<file path="config.mk">
export PLATFORM = sky130hd
export DESIGN_NAME = mc_control_fsm
export DESIGN_NICKNAME = d
export VERILOG_FILES = /design/src/rtl/mc_pkg.sv /design/src/rtl/mc_alu_dec.sv /design/src/rtl/mc_control_fsm.sv
export SDC_FILE = /design/constraint.sdc
export NUM_CORES = 1
export LEC_CHECK = 0
export ABC_AREA = 1
export BUFFER_PORTS_ARGS = -buffer_cell sky130_fd_sc_hd__buf_2
export CAP_MARGIN = 20
export CORE_AREA = 2 2 109 111
export DETAILED_ROUTE_END_ITERATION = 7
export DIE_AREA = 0 0 111 113
export PLACE_DENSITY = 0.45
export SETUP_SLACK_MARGIN = 0.5
export SYNTH_ARGS = -nofsm -noshare
export SYNTH_HDL_FRONTEND = slang
export SYNTH_SLANG_ARGS = --single-unit
export TNS_END_PERCENT = 30
</file>
<file path="constraint.sdc">
create_clock -name clk -period 4.8 [get_ports clk]
set_input_delay 0.48 -clock clk [delete_from_list [all_inputs] [get_ports clk]]
set_output_delay 0.48 -clock clk [all_outputs]
set_load 0.01 [all_outputs]
</file>
<file path="src/rtl/mc_pkg.sv">
// Shared encodings for the multi-cycle RV32I control unit: states, opcodes,
// ALU function codes and datapath mux selects.
package mc_pkg;

    typedef enum logic [3:0] {
        S_IDLE     = 4'd0,
        S_FETCH    = 4'd1,
        S_DECODE   = 4'd2,
        S_EXEC_R   = 4'd3,
        S_EXEC_I   = 4'd4,
        S_WB_ALU   = 4'd5,
        S_MEM_ADDR = 4'd6,
        S_MEM_RD   = 4'd7,
        S_WB_MEM   = 4'd8,
        S_MEM_WR   = 4'd9,
        S_BRANCH   = 4'd10,
        S_JAL      = 4'd11,
        S_HALT     = 4'd12,
        S_FAULT    = 4'd13
    } state_t;

    typedef enum logic [1:0] {
        CLS_R   = 2'd0,
        CLS_I   = 2'd1,
        CLS_LUI = 2'd2,
        CLS_BR  = 2'd3
    } alu_cls_t;

    localparam logic [6:0] OP_R      = 7'b0110011;
    localparam logic [6:0] OP_I      = 7'b0010011;
    localparam logic [6:0] OP_LUI    = 7'b0110111;
    localparam logic [6:0] OP_LOAD   = 7'b0000011;
    localparam logic [6:0] OP_STORE  = 7'b0100011;
    localparam logic [6:0] OP_BRANCH = 7'b1100011;
    localparam logic [6:0] OP_JAL    = 7'b1101111;
    localparam logic [6:0] OP_SYSTEM = 7'b1110011;

    // Only 16 codes fit in 4 bits, so signed/unsigned less-than branches
    // share the SLT/SLTU compare codes.
    localparam logic [3:0] ALU_ADD    = 4'd0;
    localparam logic [3:0] ALU_SUB    = 4'd1;
    localparam logic [3:0] ALU_AND    = 4'd2;
    localparam logic [3:0] ALU_OR     = 4'd3;
    localparam logic [3:0] ALU_XOR    = 4'd4;
    localparam logic [3:0] ALU_SLL    = 4'd5;
    localparam logic [3:0] ALU_SRL    = 4'd6;
    localparam logic [3:0] ALU_SRA    = 4'd7;
    localparam logic [3:0] ALU_SLT    = 4'd8;
    localparam logic [3:0] ALU_SLTU   = 4'd9;
    localparam logic [3:0] ALU_PASS_B = 4'd10;
    localparam logic [3:0] ALU_BR_EQ  = 4'd11;
    localparam logic [3:0] ALU_BR_NE  = 4'd12;
    localparam logic [3:0] ALU_BR_LT  = ALU_SLT;
    localparam logic [3:0] ALU_BR_GE  = 4'd13;
    localparam logic [3:0] ALU_BR_LTU = ALU_SLTU;
    localparam logic [3:0] ALU_BR_GEU = 4'd14;

    localparam logic       SRC_A_PC   = 1'b0;
    localparam logic       SRC_A_RS1  = 1'b1;
    localparam logic [1:0] SRC_B_RS2  = 2'd0;
    localparam logic [1:0] SRC_B_IMM  = 2'd1;
    localparam logic [1:0] SRC_B_FOUR = 2'd2;
    localparam logic [1:0] WB_ALU_OUT = 2'd0;
    localparam logic [1:0] WB_MDR     = 2'd1;
    localparam logic [1:0] WB_PC      = 2'd2;
    localparam logic       IORD_PC    = 1'b0;
    localparam logic       IORD_ALU   = 1'b1;
    localparam logic       PC_SRC_ALU = 1'b0;
    localparam logic       PC_SRC_REG = 1'b1;

endpackage

</file>
<file path="src/rtl/mc_alu_dec.sv">
// Combinational ALU function decode from instruction class, funct3 and funct7[5].
module mc_alu_dec
    import mc_pkg::*;
(
    input  alu_cls_t   cls,
    input  logic [2:0] funct3,
    input  logic       funct7_5,
    output logic [3:0] alu_op
);

    always_comb begin
        alu_op = ALU_ADD;
        case (cls)
            CLS_R, CLS_I: begin
                case (funct3)
                    3'b000: alu_op = (cls == CLS_R && funct7_5) ? ALU_SUB : ALU_ADD;
                    3'b001: alu_op = ALU_SLL;
                    3'b010: alu_op = ALU_SLT;
                    3'b011: alu_op = ALU_SLTU;
                    3'b100: alu_op = ALU_XOR;
                    3'b101: alu_op = funct7_5 ? ALU_SRA : ALU_SRL;
                    3'b110: alu_op = ALU_OR;
                    default: alu_op = ALU_AND;
                endcase
            end
            CLS_LUI: alu_op = ALU_PASS_B;
            default: begin
                // funct3 010/011 are not branches; they fall back to EQ harmlessly
                case (funct3)
                    3'b001: alu_op = ALU_BR_NE;
                    3'b100: alu_op = ALU_BR_LT;
                    3'b101: alu_op = ALU_BR_GE;
                    3'b110: alu_op = ALU_BR_LTU;
                    3'b111: alu_op = ALU_BR_GEU;
                    default: alu_op = ALU_BR_EQ;
                endcase
            end
        endcase
    end

endmodule

</file>
<file path="src/rtl/mc_control_fsm.sv">
// Multi-cycle RV32I control unit: sequences fetch/decode/execute/memory/writeback
// over a req/ack memory, counts retired instructions, flags halt and faults.
module mc_control_fsm
    import mc_pkg::*;
#(
    parameter int MEM_TIMEOUT = 16,
    parameter int CNT_W       = 32
) (
    input  logic             clk,
    input  logic             rst,
    input  logic             run,
    input  logic [6:0]       opcode,
    input  logic [2:0]       funct3,
    input  logic             funct7_5,
    input  logic             branch_taken,
    input  logic             mem_ack,
    output logic             mem_req,
    output logic             mem_wr,
    output logic             iord,
    output logic             ir_write,
    output logic             pc_write,
    output logic             pc_src,
    output logic             reg_write,
    output logic [1:0]       wb_sel,
    output logic             alu_src_a,
    output logic [1:0]       alu_src_b,
    output logic [3:0]       alu_op,
    output logic [CNT_W-1:0] retired_count,
    output logic             halted,
    output logic             fault,
    output logic [3:0]       state_out
);

    localparam int WAIT_W = $clog2(MEM_TIMEOUT + 1);

    state_t            state_reg, state_next;
    logic [WAIT_W-1:0] wait_cnt_reg, wait_cnt_next;
    logic [CNT_W-1:0]  retired_reg;
    logic              halted_reg, fault_reg;
    logic              timeout;
    logic              retire;
    alu_cls_t          alu_cls;
    logic [3:0]        dec_alu_op;

    assign timeout = (wait_cnt_reg == WAIT_W'(MEM_TIMEOUT - 1));

    always_ff @(posedge clk) begin
        if (rst) begin
            state_reg    <= S_IDLE;
            wait_cnt_reg <= '0;
            retired_reg  <= '0;
            halted_reg   <= 1'b0;
            fault_reg    <= 1'b0;
        end else begin
            state_reg    <= state_next;
            wait_cnt_reg <= wait_cnt_next;
            if (retire)
                retired_reg <= retired_reg + CNT_W'(1);
            if (state_next == S_HALT)
                halted_reg <= 1'b1;
            if (state_next == S_FAULT)
                fault_reg <= 1'b1;
        end
    end

    // Memory-wait states share one timeout path; an ack always beats the timeout.
    always_comb begin
        state_next    = state_reg;
        wait_cnt_next = '0;
        case (state_reg)
            S_IDLE:     if (run) state_next = S_FETCH;
            S_FETCH, S_MEM_RD, S_MEM_WR: begin
                if (mem_ack) begin
                    case (state_reg)
                        S_FETCH:  state_next = S_DECODE;
                        S_MEM_RD: state_next = S_WB_MEM;
                        default:  state_next = S_FETCH;
                    endcase
                end else if (timeout) begin
                    state_next = S_FAULT;
                end else begin
                    wait_cnt_next = wait_cnt_reg + WAIT_W'(1);
                end
            end
            S_DECODE: begin
                case (opcode)
                    OP_R:              state_next = S_EXEC_R;
                    OP_I, OP_LUI:      state_next = S_EXEC_I;
                    OP_LOAD, OP_STORE: state_next = S_MEM_ADDR;
                    OP_BRANCH:         state_next = S_BRANCH;
                    OP_JAL:            state_next = S_JAL;
                    OP_SYSTEM:         state_next = S_HALT;
                    default:           state_next = S_FAULT;
                endcase
            end
            S_EXEC_R, S_EXEC_I: state_next = S_WB_ALU;
            S_MEM_ADDR: state_next = (opcode == OP_STORE) ? S_MEM_WR : S_MEM_RD;
            S_WB_ALU, S_WB_MEM, S_BRANCH, S_JAL: state_next = S_FETCH;
            S_HALT:     state_next = S_HALT;
            S_FAULT:    state_next = S_FAULT;
            default:    state_next = S_FAULT;
        endcase
    end

    always_comb begin
        retire = 1'b0;
        if (state_next == S_FETCH &&
            (state_reg == S_WB_ALU || state_reg == S_WB_MEM || state_reg == S_MEM_WR ||
             state_reg == S_BRANCH || state_reg == S_JAL))
            retire = 1'b1;
        if (state_reg == S_DECODE && state_next == S_HALT)
            retire = 1'b1;
    end

    always_comb begin
        alu_cls = CLS_R;
        case (state_reg)
            S_EXEC_I: alu_cls = (opcode == OP_LUI) ? CLS_LUI : CLS_I;
            S_BRANCH: alu_cls = CLS_BR;
            default:  alu_cls = CLS_R;
        endcase
    end

    mc_alu_dec u_alu_dec (
        .cls      (alu_cls),
        .funct3   (funct3),
        .funct7_5 (funct7_5),
        .alu_op   (dec_alu_op)
    );

    always_comb begin
        mem_req   = 1'b0;
        mem_wr    = 1'b0;
        iord      = IORD_PC;
        ir_write  = 1'b0;
        pc_write  = 1'b0;
        pc_src    = PC_SRC_ALU;
        reg_write = 1'b0;
        wb_sel    = WB_ALU_OUT;
        alu_src_a = SRC_A_PC;
        alu_src_b = SRC_B_RS2;
        alu_op    = ALU_ADD;
        case (state_reg)
            S_FETCH: begin
                mem_req   = 1'b1;
                alu_src_b = SRC_B_FOUR;
                ir_write  = mem_ack;
                pc_write  = mem_ack;
            end
            S_DECODE:   alu_src_b = SRC_B_IMM;
            S_EXEC_R: begin
                alu_src_a = SRC_A_RS1;
                alu_op    = dec_alu_op;
            end
            S_EXEC_I: begin
                alu_src_a = SRC_A_RS1;
                alu_src_b = SRC_B_IMM;
                alu_op    = dec_alu_op;
            end
            S_WB_ALU:   reg_write = 1'b1;
            S_MEM_ADDR: begin
                alu_src_a = SRC_A_RS1;
                alu_src_b = SRC_B_IMM;
            end
            S_MEM_RD: begin
                mem_req = 1'b1;
                iord    = IORD_ALU;
            end
            S_WB_MEM: begin
                reg_write = 1'b1;
                wb_sel    = WB_MDR;
            end
            S_MEM_WR: begin
                mem_req = 1'b1;
                mem_wr  = 1'b1;
                iord    = IORD_ALU;
            end
            S_BRANCH: begin
                alu_src_a = SRC_A_RS1;
                alu_op    = dec_alu_op;
                pc_write  = branch_taken;
                pc_src    = PC_SRC_REG;
            end
            S_JAL: begin
                reg_write = 1'b1;
                wb_sel    = WB_PC;
                pc_write  = 1'b1;
                pc_src    = PC_SRC_REG;
            end
            default: ;
        endcase
        // Strobes die in the reset cycle itself, even mid-handshake.
        if (rst) begin
            mem_req   = 1'b0;
            mem_wr    = 1'b0;
            ir_write  = 1'b0;
            pc_write  = 1'b0;
            reg_write = 1'b0;
        end
    end

    assign retired_count = retired_reg;
    assign halted        = halted_reg;
    assign fault         = fault_reg;
    assign state_out     = state_reg;

endmodule

</file>
==> run metrics, run 1 <==
Synth area leader dfxtp_1; Avg WL per Cell 12.9 um; Crit Path Category reg2reg; final WL 9000 um; Final ANT Viol Nets 0; count of cell types in the netlist 32; # IOs 70; Slew Limit Fails 0; Core Util, Final 34.3%; Area growth, synth to finish 19.7%; H-tree levels 2; status finished, final reports clean; Hold WS 0.456 ns; Max Cap Viol 0; multi-input logic area 2080 um^2; Top delay family on crit path simple AND/OR/NAND/NOR gates; Static Leakage 1.65 nW; Hold Vio Cnt, Final 0; Crit. End Element register; Worst path slowest cell nand2_4; Setup violations, final 0; Post-Syn Instances 488; CTS tree yes; Clk pin slew, worst setup/hold paths 0.07 ns; post-synthesis net count 507; CTS Buf Count 5; Peak VDD IR 0.000175 V; CP max stage delay 0.60 ns; First DRT Iteration DRCs 176; WP data arrival 3.20 ns; EDFF count, synth 0; synth top area cells dfxtp_1 (27%), nand2_1 (12%), a21oi_2 (8.4%), nor2_1 (8.1%), nand3_1 (6.7%); Post-CTS Setup Bufs 0; Power, Total 0.915 mW; Tmin final 2.98 ns; Yosys warnings 0; total congestion overflow 0; prevailing post-synth register cell dfxtp_1; cell with the most instances after synthesis nand2_1; Synth Area per Inst 6.63 um^2; FF+latch count, synth 43; Worst Clk Skew 0.00746 ns; Max Clock Freq 0.335 GHz; worst path bufs/invs 0; Max clock buf depth 2; vias in the first global route 3093; Die H 113 um; Via density 4.66; Max-slew headroom 54.7%; Port-buffer cells 69; FF-to-FF setup slack 1.82 ns; total clock sinks 43; antenna diode count 0; CTS resizes 0; FILL cells 1266; worst-path cell chain ha_1 > nand2_1 > nor2_1 > ha_1 > nor2_1 > a22oi_1 > a21oi_1 > and2_1 > nand2_2 > nand2_4 > nand2_1 > a21oi_1; Die W 111 um; Core Area 11300 um^2; NumNets Final 570; layout cell share with drive strength beyond 1 29.3%; num rows 39; Root Driver clkbuf_16; Pre-antenna DRT Iters 4; most instantiated cells after synthesis nand2_1 (100), nor2_1 (70), dfxtp_1 (43), inv_1 (43), nand3_1 (43); Netlist Area Pre-Place 3230 um^2; routed vias 3238; Worst Path Max Fanout 33; largest net degree at the start of global routing 43; first-pass GRT wire length 15300 um; hold crit path type reg2reg; worst-skew pair later-pin latency 0.28 ns; Worst setup SP type register; All-Layer GR Usage 14.6%; Die ar. 12500 um^2; setup_tns 0 ns; Pwr per Cell Area 237 nW/um^2; unrepaired setup endpoints after global routing no; Tightest Pin Transition 0.677 ns; Register Area 861 um^2; worst path required time 5.01 ns; fin crit share 62.1%; number of flip-flops under the largest register name 32; Yosys top cell area share 26.6%; Post-CTS Hold Buffers 0; fraction of registers with async set/reset 0%; drt drc 0; GPL Wtd Cong 0.868; initial antenna violation count 0; Placement Cell Area 3650 um^2; Detailed Place HPWL 6930 um; initial core utilization 28.7%; sequential area share after synthesis 26.6%; final instance area 3870 um^2
-- cells by family after synthesis --
family / Yosys count / share of synthesized area (%)
xor+xnor: 31 / 8.40
fa+ha+maj: 3 / 1.16
compound gates: 58 / 13.0
simple gates: 289 / 41.6
flops: 43 / 26.6
buf+inv: 64 / 9.17
-- report_power, final --
| group | internal, mW | leakage, nW | switching, mW |
|---|---|---|---|
| registers | 0.360 | 0.347 | 0.00514 |
| clock network | 0.298 | 0.0900 | 0.148 |
| logic | 0.0328 | 1.21 | 0.0713 |
-- cell usage in the layout (no fill, tap or decap), types with 2 or more instances in the layout --
cell type and count:
nor3b_1 3, nor3_1 14, a21oi_1 13, inv_1 43, nand3_1 43, nand2_1 100
o21ai_0 7, inv_2 7, nor2_4 2, nor4_1 6, ha_1 3, xor2_1 22
clkbuf_16 5, buf_2 69, nor2_2 7, xnor2_1 9, a21oi_2 31, o21bai_1 2
dfxtp_1 43, nand4_1 6, bufinv_16 2, nand2_2 34, nor2_1 70
-- layout make-up --
| class | count | share of cell area [%] |
|---|---|---|
| multi-input combinational | 381 | 53.7 |
| tap | 143 | 4.62 |
| timing repair buffer | 70 | 9.64 |
| clock inverter | 3 | 1.75 |
| inverter | 50 | 4.85 |
| clock buffer | 5 | 3.23 |
| sequential | 43 | 22.3 |
-- path summary, 6_finish.rpt --
| path | from | to | cells past startpoint |
|---|---|---|---|
| worst max register to register | wait_cnt_reg[0] | retired_count[25] | 12 |
| worst min-delay path | wait_cnt_reg[0] | wait_cnt_reg[0] | 1 |
| worst min register to register | wait_cnt_reg[0] | wait_cnt_reg[0] | 1 |
| worst max-delay path | wait_cnt_reg[0] | retired_count[25] | 12 |
-- metal layers --
metal / vias up / share of wire (%) / GRT usage (%)
met5: - / 0 / 0
met4: 0 / 1.7 / 4.00
met3: 10 / 3.8 / 2.52
met2: 74 / 46 / 24.5
met1: 1457 / 49 / 19.5
li1: 1697 / - / -
-- per-stage QoR --
| step | worst slack, ns | instances |
|---|---|---|
| 2_1_floorplan | 2.74 | 488 |
| 3_3_place_gp | 1.93 | 686 |
| 3_5_place_dp | 1.80 | 686 |
| 4_1_cts | 1.79 | 694 |
| 5_1_grt | 1.53 | 695 |
| 6_report | 1.82 | 695 |
(Power assumes the default switching activity.)
==> run 2: changes to the inputs <==
--- a/config.mk
+++ b/config.mk
@@ -11,7 +11,7 @@
 export CORE_AREA = 2 2 109 111
 export DETAILED_ROUTE_END_ITERATION = 7
 export DIE_AREA = 0 0 111 113
-export PLACE_DENSITY = 0.45
+export PLACE_DENSITY = 0.47
 export SETUP_SLACK_MARGIN = 0.5
 export SYNTH_ARGS = -nofsm -noshare
 export SYNTH_HDL_FRONTEND = slang
==> constraint.sdc (replaced) <==
create_clock -name clk -period 2.6 [get_ports clk]
set_input_delay 0.26 -clock clk [delete_from_list [all_inputs] [get_ports clk]]
set_output_delay 0.26 -clock clk [all_outputs]
set_load 0.01 [all_outputs]
==> run 2 against run 1 <==
Worst hold slack worse by 0.032 ns. Maximum frequency up 39%. Die area stayed put. Global-route usage is 0.26 points higher. Combinational power rose by 120%. Cell area up 5.7%. Total power rose by 80%. Sequential share of layout area is 1.0 points lower. Sequential cell count is the same. Largest cell class unchanged. Largest power group unchanged.
==> run metrics, run 2 (synthesized netlist as in run 1, its figures left out) <==
status finished, final reports clean (unchanged); Max clock buf depth 2 (unchanged); Post-CTS Hold Buffers 0 (unchanged); first-pass GRT wire length 15500 um (was 15300 um); vias in the first global route 3204 (was 3093); Reg power frac 41.0% (was 39.9%); Worst setup SP type register (unchanged); critical hold path startpoint mem_ack (was wait_cnt_reg[0]); Final ANT Viol Nets 0 (unchanged); final WL 9240 um (was 9000 um); num rows 39 (unchanged); Post-Place Setup Slack 0.252 ns (was 1.80 ns); Hold Vio Cnt, Final 0 (unchanged); Pre-antenna DRT Iters 4 (unchanged); setup_tns 0 ns (unchanged); fin crit share 82.8% (was 62.1%); Root Driver clkbuf_16 (unchanged); drt drc 0 (unchanged); cell-internal power 1.23 mW (was 0.691 mW); Core Util, Final 36.3% (was 34.3%); Area growth, synth to finish 26.4% (was 19.7%); Avg WL per Cell 13.1 um (was 12.9 um); Max-slew headroom 57.7% (was 54.7%); Via density 4.64 (was 4.66); antenna diode count 0 (unchanged); # IOs 70 (unchanged); Slew Limit Fails 0 (unchanged); Port-buffer cells 69 (unchanged); setup ws final 0.448 ns (was 1.82 ns); Detailed Place HPWL 6990 um (was 6930 um); Setup violations, final 0 (unchanged); Crit. End Element register (unchanged); layout cell share with drive strength beyond 1 33.5% (was 29.3%); most frequent cells in the layout nand2_1 (98), buf_2 (69), nor2_1 (67), inv_1 (43), nand3_1 (43) (was nand2_1 (100), nor2_1 (70), buf_2 (69)); worst-skew pair later-pin latency 0.28 ns (about the same); H-tree levels 2 (unchanged); Tmin final 2.15 ns (was 2.98 ns); CTS tree yes (unchanged); number of flip-flops under the largest register name 32 (unchanged); CTS Buf Count 5 (unchanged); Die W 111 um (unchanged); Comb power frac 14.2% (was 11.4%); Static Leakage 1.78 nW (was 1.65 nW); total clock sinks 43 (unchanged); GPL Wtd Cong 0.861 (was 0.868); Core Area 11300 um^2 (unchanged); Clk pin slew, worst setup/hold paths 0.06 ns (was 0.07 ns); WP data arrival 2.36 ns (was 3.20 ns); initial core utilization 28.7% (unchanged); unrepaired setup endpoints after global routing yes (was no); hold crit path type in2reg (was reg2reg); Pwr per Cell Area 403 nW/um^2 (was 237 nW/um^2); worst path required time 2.81 ns (was 5.01 ns); Worst Path Max Fanout 8 (was 33); Die ar. 12500 um^2 (unchanged); Crit Path Category reg2reg (unchanged); Power, Total 1.65 mW (was 0.915 mW); Die H 113 um (unchanged); total congestion overflow 0 (unchanged); Worst Clk Skew 0.00465 ns (was 0.00746 ns); First DRT Iteration DRCs 136 (was 176); Max Clock Freq 0.465 GHz (was 0.335 GHz); routed vias 3282 (was 3238); clock power share 44.8% (was 48.7%); Switch Pwr 0.414 mW (was 0.224 mW); worst r2r src wait_cnt_reg[1] (was wait_cnt_reg[0]); Worst Setup SP wait_cnt_reg[1] (was wait_cnt_reg[0]); Tightest Pin Transition 0.635 ns (was 0.677 ns); NumNets Final 583 (was 570); Max Cap Viol 0 (unchanged); All-Layer GR Usage 14.9% (was 14.6%); commonest non-fill, non-tap cell in the layout nand2_1 (unchanged); largest net degree at the start of global routing 33 (was 43); Peak VDD IR 0.000206 V (was 0.000175 V); initial antenna violation count 0 (unchanged); sw frac 25.1% (was 24.5%)
==> run 2: changes by cell type in the layout (fill, tap and decap cells not counted), moves of 3 or more <==
| cell | before | now |
|---|---|---|
| buf_4 | 0 | 7 |
| dfxtp_1 | 43 | 37 |
| dfxtp_2 | 0 | 6 |
| buf_12 | 0 | 4 |
| nand2_4 | 1 | 4 |
| nor2_1 | 70 | 67 |
| nor2_4 | 2 | 5 |
==> run 2: power groups by stage <==
stage	Sequential [mW]	Combinational, mW	Clock, mW
floorplan	0.690	0.142	0
global placement	0.689	0.193	0
detailed placement	0.688	0.195	0
CTS	0.674	0.223	0.763
global route	0.677	0.259	0.789
finish	0.676	0.233	0.738
==> run 2: final cells by class <==
cell class | instances | area (um^2)
Timing Repair Buffer | 83 | 532
Multi-Input combinational cell | 381 | 2150
Inverter | 50 | 188
Tap cell | 143 | 179
Clock buffer | 6 | 139
Sequential cell | 43 | 868
Clock inverter | 2 | 35.0
Fill cell | 1224 | 7180
==> run 2: timing repair <==
| action | 4_1_cts | 5_1_grt |
|---|---|---|
| setup buffers | 6 | 1 |
| pin swaps | 10 | 10 |
| setup endpoints to repair | 34 | 36 |
| cloned | 1 | 0 |
| resized for setup | 16 | 17 |
==> run 2: path summary, 6_finish.rpt <==
path / to / slack, ns / cells past startpoint
worst max register to register: retired_count[24] / 0.45 / 18
worst min register to register: halted / 0.48 / 2
worst max-delay path: retired_count[24] / 0.45 / 18
worst min-delay path: wait_cnt_reg[1] / 0.42 / 4
==> run 2: routing by layer <==
metal  vias up  global-route usage [%]  share of wire, %
li1       1721                       -                 -
met1      1488                    20.0                49
met2        68                    25.2                46
met3         5                    2.52               3.9
met4         0                    3.25              0.74
met5         -                       0                 0
==> run 2: worst max-delay path, cell delays in order (launching register included) <==
cell,delay (ns)
dfxtp_2,0.35
ha_4,0.15
nand2_4,0.05
nor2_4,0.12
ha_4,0.15
nor2_4,0.04
nand2_1,0.05
nand2_1,0.05
nand2_1,0.07
nand2_1,0.07
nor2_2,0.15
inv_2,0.06
nor2_4,0.13
nand3_4,0.11
nand2_4,0.11
buf_6,0.11
buf_12,0.13
nand2_4,0.04
a21oi_2,0.13
==> run 2: metrics by stage <==
step | instances | area, um^2 | hold WS [ns]
global placement | 692 | 3710 | 0.431
CTS | 707 | 4020 | 0.427
finish | 708 | 4090 | 0.424
detailed placement | 692 | 3710 | 0.442
floorplan | 488 | 3230 | 0.418
global route | 708 | 4090 | 0.461
==> run 3: changes to the inputs <==
==> constraint.sdc (replaced) <==
create_clock -name clk -period 1.83 [get_ports clk]
set_input_delay 0.183 -clock clk [delete_from_list [all_inputs] [get_ports clk]]
set_output_delay 0.183 -clock clk [all_outputs]
set_load 0.01 [all_outputs]
==> run 3 against run 2 <==
Clock skew shrank 0.00085 ns. Critical path type unchanged. Worst hold slack got worse by 0.051 ns. Maximum frequency increased by 2.3%. Sequential power up 42%. The run now ends with setup timing left. Sequential share of layout area decreased by 1.8 points. Utilization increased by 3.9 points. Global-route usage up 0.61 points. Register-to-register slack got worse by 0.72 ns.
==> run metrics, run 3 (synthesized netlist as in run 1, its figures left out) <==
commonest non-fill, non-tap cell in the layout nand2_1 (unchanged); initial core utilization 28.7% (unchanged); First DRT Iteration DRCs 138 (was 136); Max clock buf depth 2 (unchanged); antenna diode count 0 (unchanged); final WL 9700 um (was 9240 um); CTS tree yes (unchanged); Hold Vio Cnt, Final 0 (unchanged); Pre-antenna DRT Iters 4 (unchanged); # IOs 70 (unchanged); Die H 113 um (unchanged); Setup violations, final 33 (was 0); Worst setup SP type register (unchanged); Worst Clk Skew 0.00380 ns (was 0.00465 ns); drt drc 0 (unchanged); routed vias 3527 (was 3282); Max Cap Viol 0 (unchanged); Die ar. 12500 um^2 (unchanged); number of flip-flops under the largest register name 32 (unchanged); Final ANT Viol Nets 0 (unchanged); Root Driver clkbuf_16 (unchanged); Post-CTS Hold Buffers 0 (unchanged); worst-skew pair later-pin latency 0.28 ns (about the same); first-pass GRT wire length 16100 um (was 15500 um); Hold WS 0.373 ns (was 0.424 ns); Static Leakage 2.03 nW (was 1.78 nW); total congestion overflow 0 (unchanged); H-tree levels 2 (unchanged); GPL Wtd Cong 0.841 (was 0.861); Max-slew headroom 59.9% (was 57.7%); layout cell share with drive strength beyond 1 40.1% (was 33.5%); most frequent cells in the layout nand2_1 (96), buf_2 (69), nor2_1 (66), buf_4 (61) (was nand2_1 (98), buf_2 (69), nor2_1 (67), inv_1 (43), nand3_1 (43)); Core Area 11300 um^2 (unchanged); Area growth, synth to finish 39.9% (was 26.4%); Clk pin slew, worst setup/hold paths 0.06 ns (about the same); Peak VDD IR 0.000306 V (was 0.000206 V); initial antenna violation count 0 (unchanged); unrepaired setup endpoints after global routing yes (unchanged); Slew Limit Fails 0 (unchanged); Detailed Place HPWL 7510 um (was 6990 um); largest net degree at the start of global routing 39 (was 33); setup ws final -0.273 ns (was 0.448 ns); num rows 39 (unchanged); Max Clock Freq 0.475 GHz (was 0.465 GHz); Die W 111 um (unchanged); Crit. End Element register (unchanged); total clock sinks 43 (unchanged); Worst Path Max Fanout 8 (unchanged); CP max stage delay 0.36 ns (was 0.35 ns); worst path required time 2.05 ns (was 2.81 ns); Tmin final 2.10 ns (was 2.15 ns); Port-buffer cells 69 (unchanged); Tightest Pin Transition 0.601 ns (was 0.635 ns); All-Layer GR Usage 15.5% (was 14.9%); fin crit share 115% (was 82.8%); vias in the first global route 3394 (was 3204); Crit Path Category reg2reg (unchanged); Pwr per Cell Area 491 nW/um^2 (was 403 nW/um^2); status finished, violations left (was finished, final reports clean); Worst path slowest cell dfxtp_2 (unchanged); cell mode on critical path nand2_1 (unchanged); Power, Total 2.22 mW (was 1.65 mW); WP data arrival 2.32 ns (was 2.36 ns); CTS Buf Count 5 (unchanged); failing checks setup timing; NumNets Final 638 (was 583); Via density 4.63 (was 4.64); worst-path cell chain ha_4 > nand2_4 > nor2_4 > ha_4 > nor2_4 > nand2_1 > nand2_1 > nand2_1 > nand2_1 > nor2_2 > inv_2 > nor2_4 > nand3_4 > nand2_8 > clkbuf_16 > nand2_2 > a21oi_2 (was ha_4 > nand2_4 > nor2_4 > ha_4 > nor2_4 > nand2_1 > nand2_1 > nand2_1 > nand2_1 > nor2_2 > inv_2 > nor2_4 > nand3_4 > nand2_4 > buf_6 > buf_12 > nand2_4 > a21oi_2); Avg WL per Cell 12.7 um (was 13.1 um); hold crit path type in2reg (unchanged)
-- run 3: cell count changes in the layout (fill, tap and decap cells not counted), moves of 2 or more --
cell       change
dfxtp_4        +4
nand2_4        -2
buf_6          +2
nor2_4         +2
clkbuf_16      +2
nand2_2        +3
buf_4         +54
nand2_1        -2
dfxtp_2        -4
-- run 3: repair_timing --
item | CTS | global route
endpoints found under the hold margin | 0 | 0
endpoints found under the setup margin | 59 | 59
cloned | 0 | 2
resized for setup | 17 | 16
pin swaps | 1 | 16
setup buffers | 1 | 1
-- run 3: layout make-up --
cell class                 count  area, um^2
clock inverter                 1        5.00
multi-input combinational    381        2180
sequential                    43         878
timing repair buffer         138         947
clock buffer                   6         139
fill                        1208        6750
tap                          143         179
inverter                      50         193
-- run 3: stage by stage --
step,worst slack [ns],utilization [%],setup TNS (ns),instance area [um^2],std cells
4_1_cts,-0.287,39.0,-8.32,4390,759
3_5_place_dp,-0.292,37.3,-8.74,4200,751
5_1_grt,-0.456,40.1,-14.28,4520,762
2_1_floorplan,-0.0950,-,-2.82,3260,488
3_3_place_gp,-0.232,37.3,-6.66,4200,751
6_report,-0.273,40.1,-8.26,4520,762
-- run 3: metal layers --
metal  vias up  GRT usage, %  wire (um)
met1      1620          20.0       4610
met3         5          2.41        400
met4         0          3.25         72
met5         -             0          0
met2        66          27.5       4620
li1       1836             -          -
-- run 3: where the power goes --
part | switching [mW] | internal (mW)
clock network | 0.357 | 0.533
logic | 0.214 | 0.160
registers | 0.0142 | 0.944
total | 0.586 | 1.64
-- run 3: final timing paths --
path,slack [ns],startpoint,endpoint,cells after the start
worst max-delay path,-0.27,wait_cnt_reg[0],retired_count[28],17
worst min-delay path,0.37,run,state_out[0],5
worst max register to register,-0.27,wait_cnt_reg[0],retired_count[28],17
worst min register to register,0.48,halted,halted,2
-- run 3: critical path: cells and delay by family, from the launching register on --
kind            cells  cell delay, ns
compound gates      1            0.10
buf+inv             2            0.23
fa+ha+maj           2            0.30
simple gates       12            1.05
flops               1            0.36
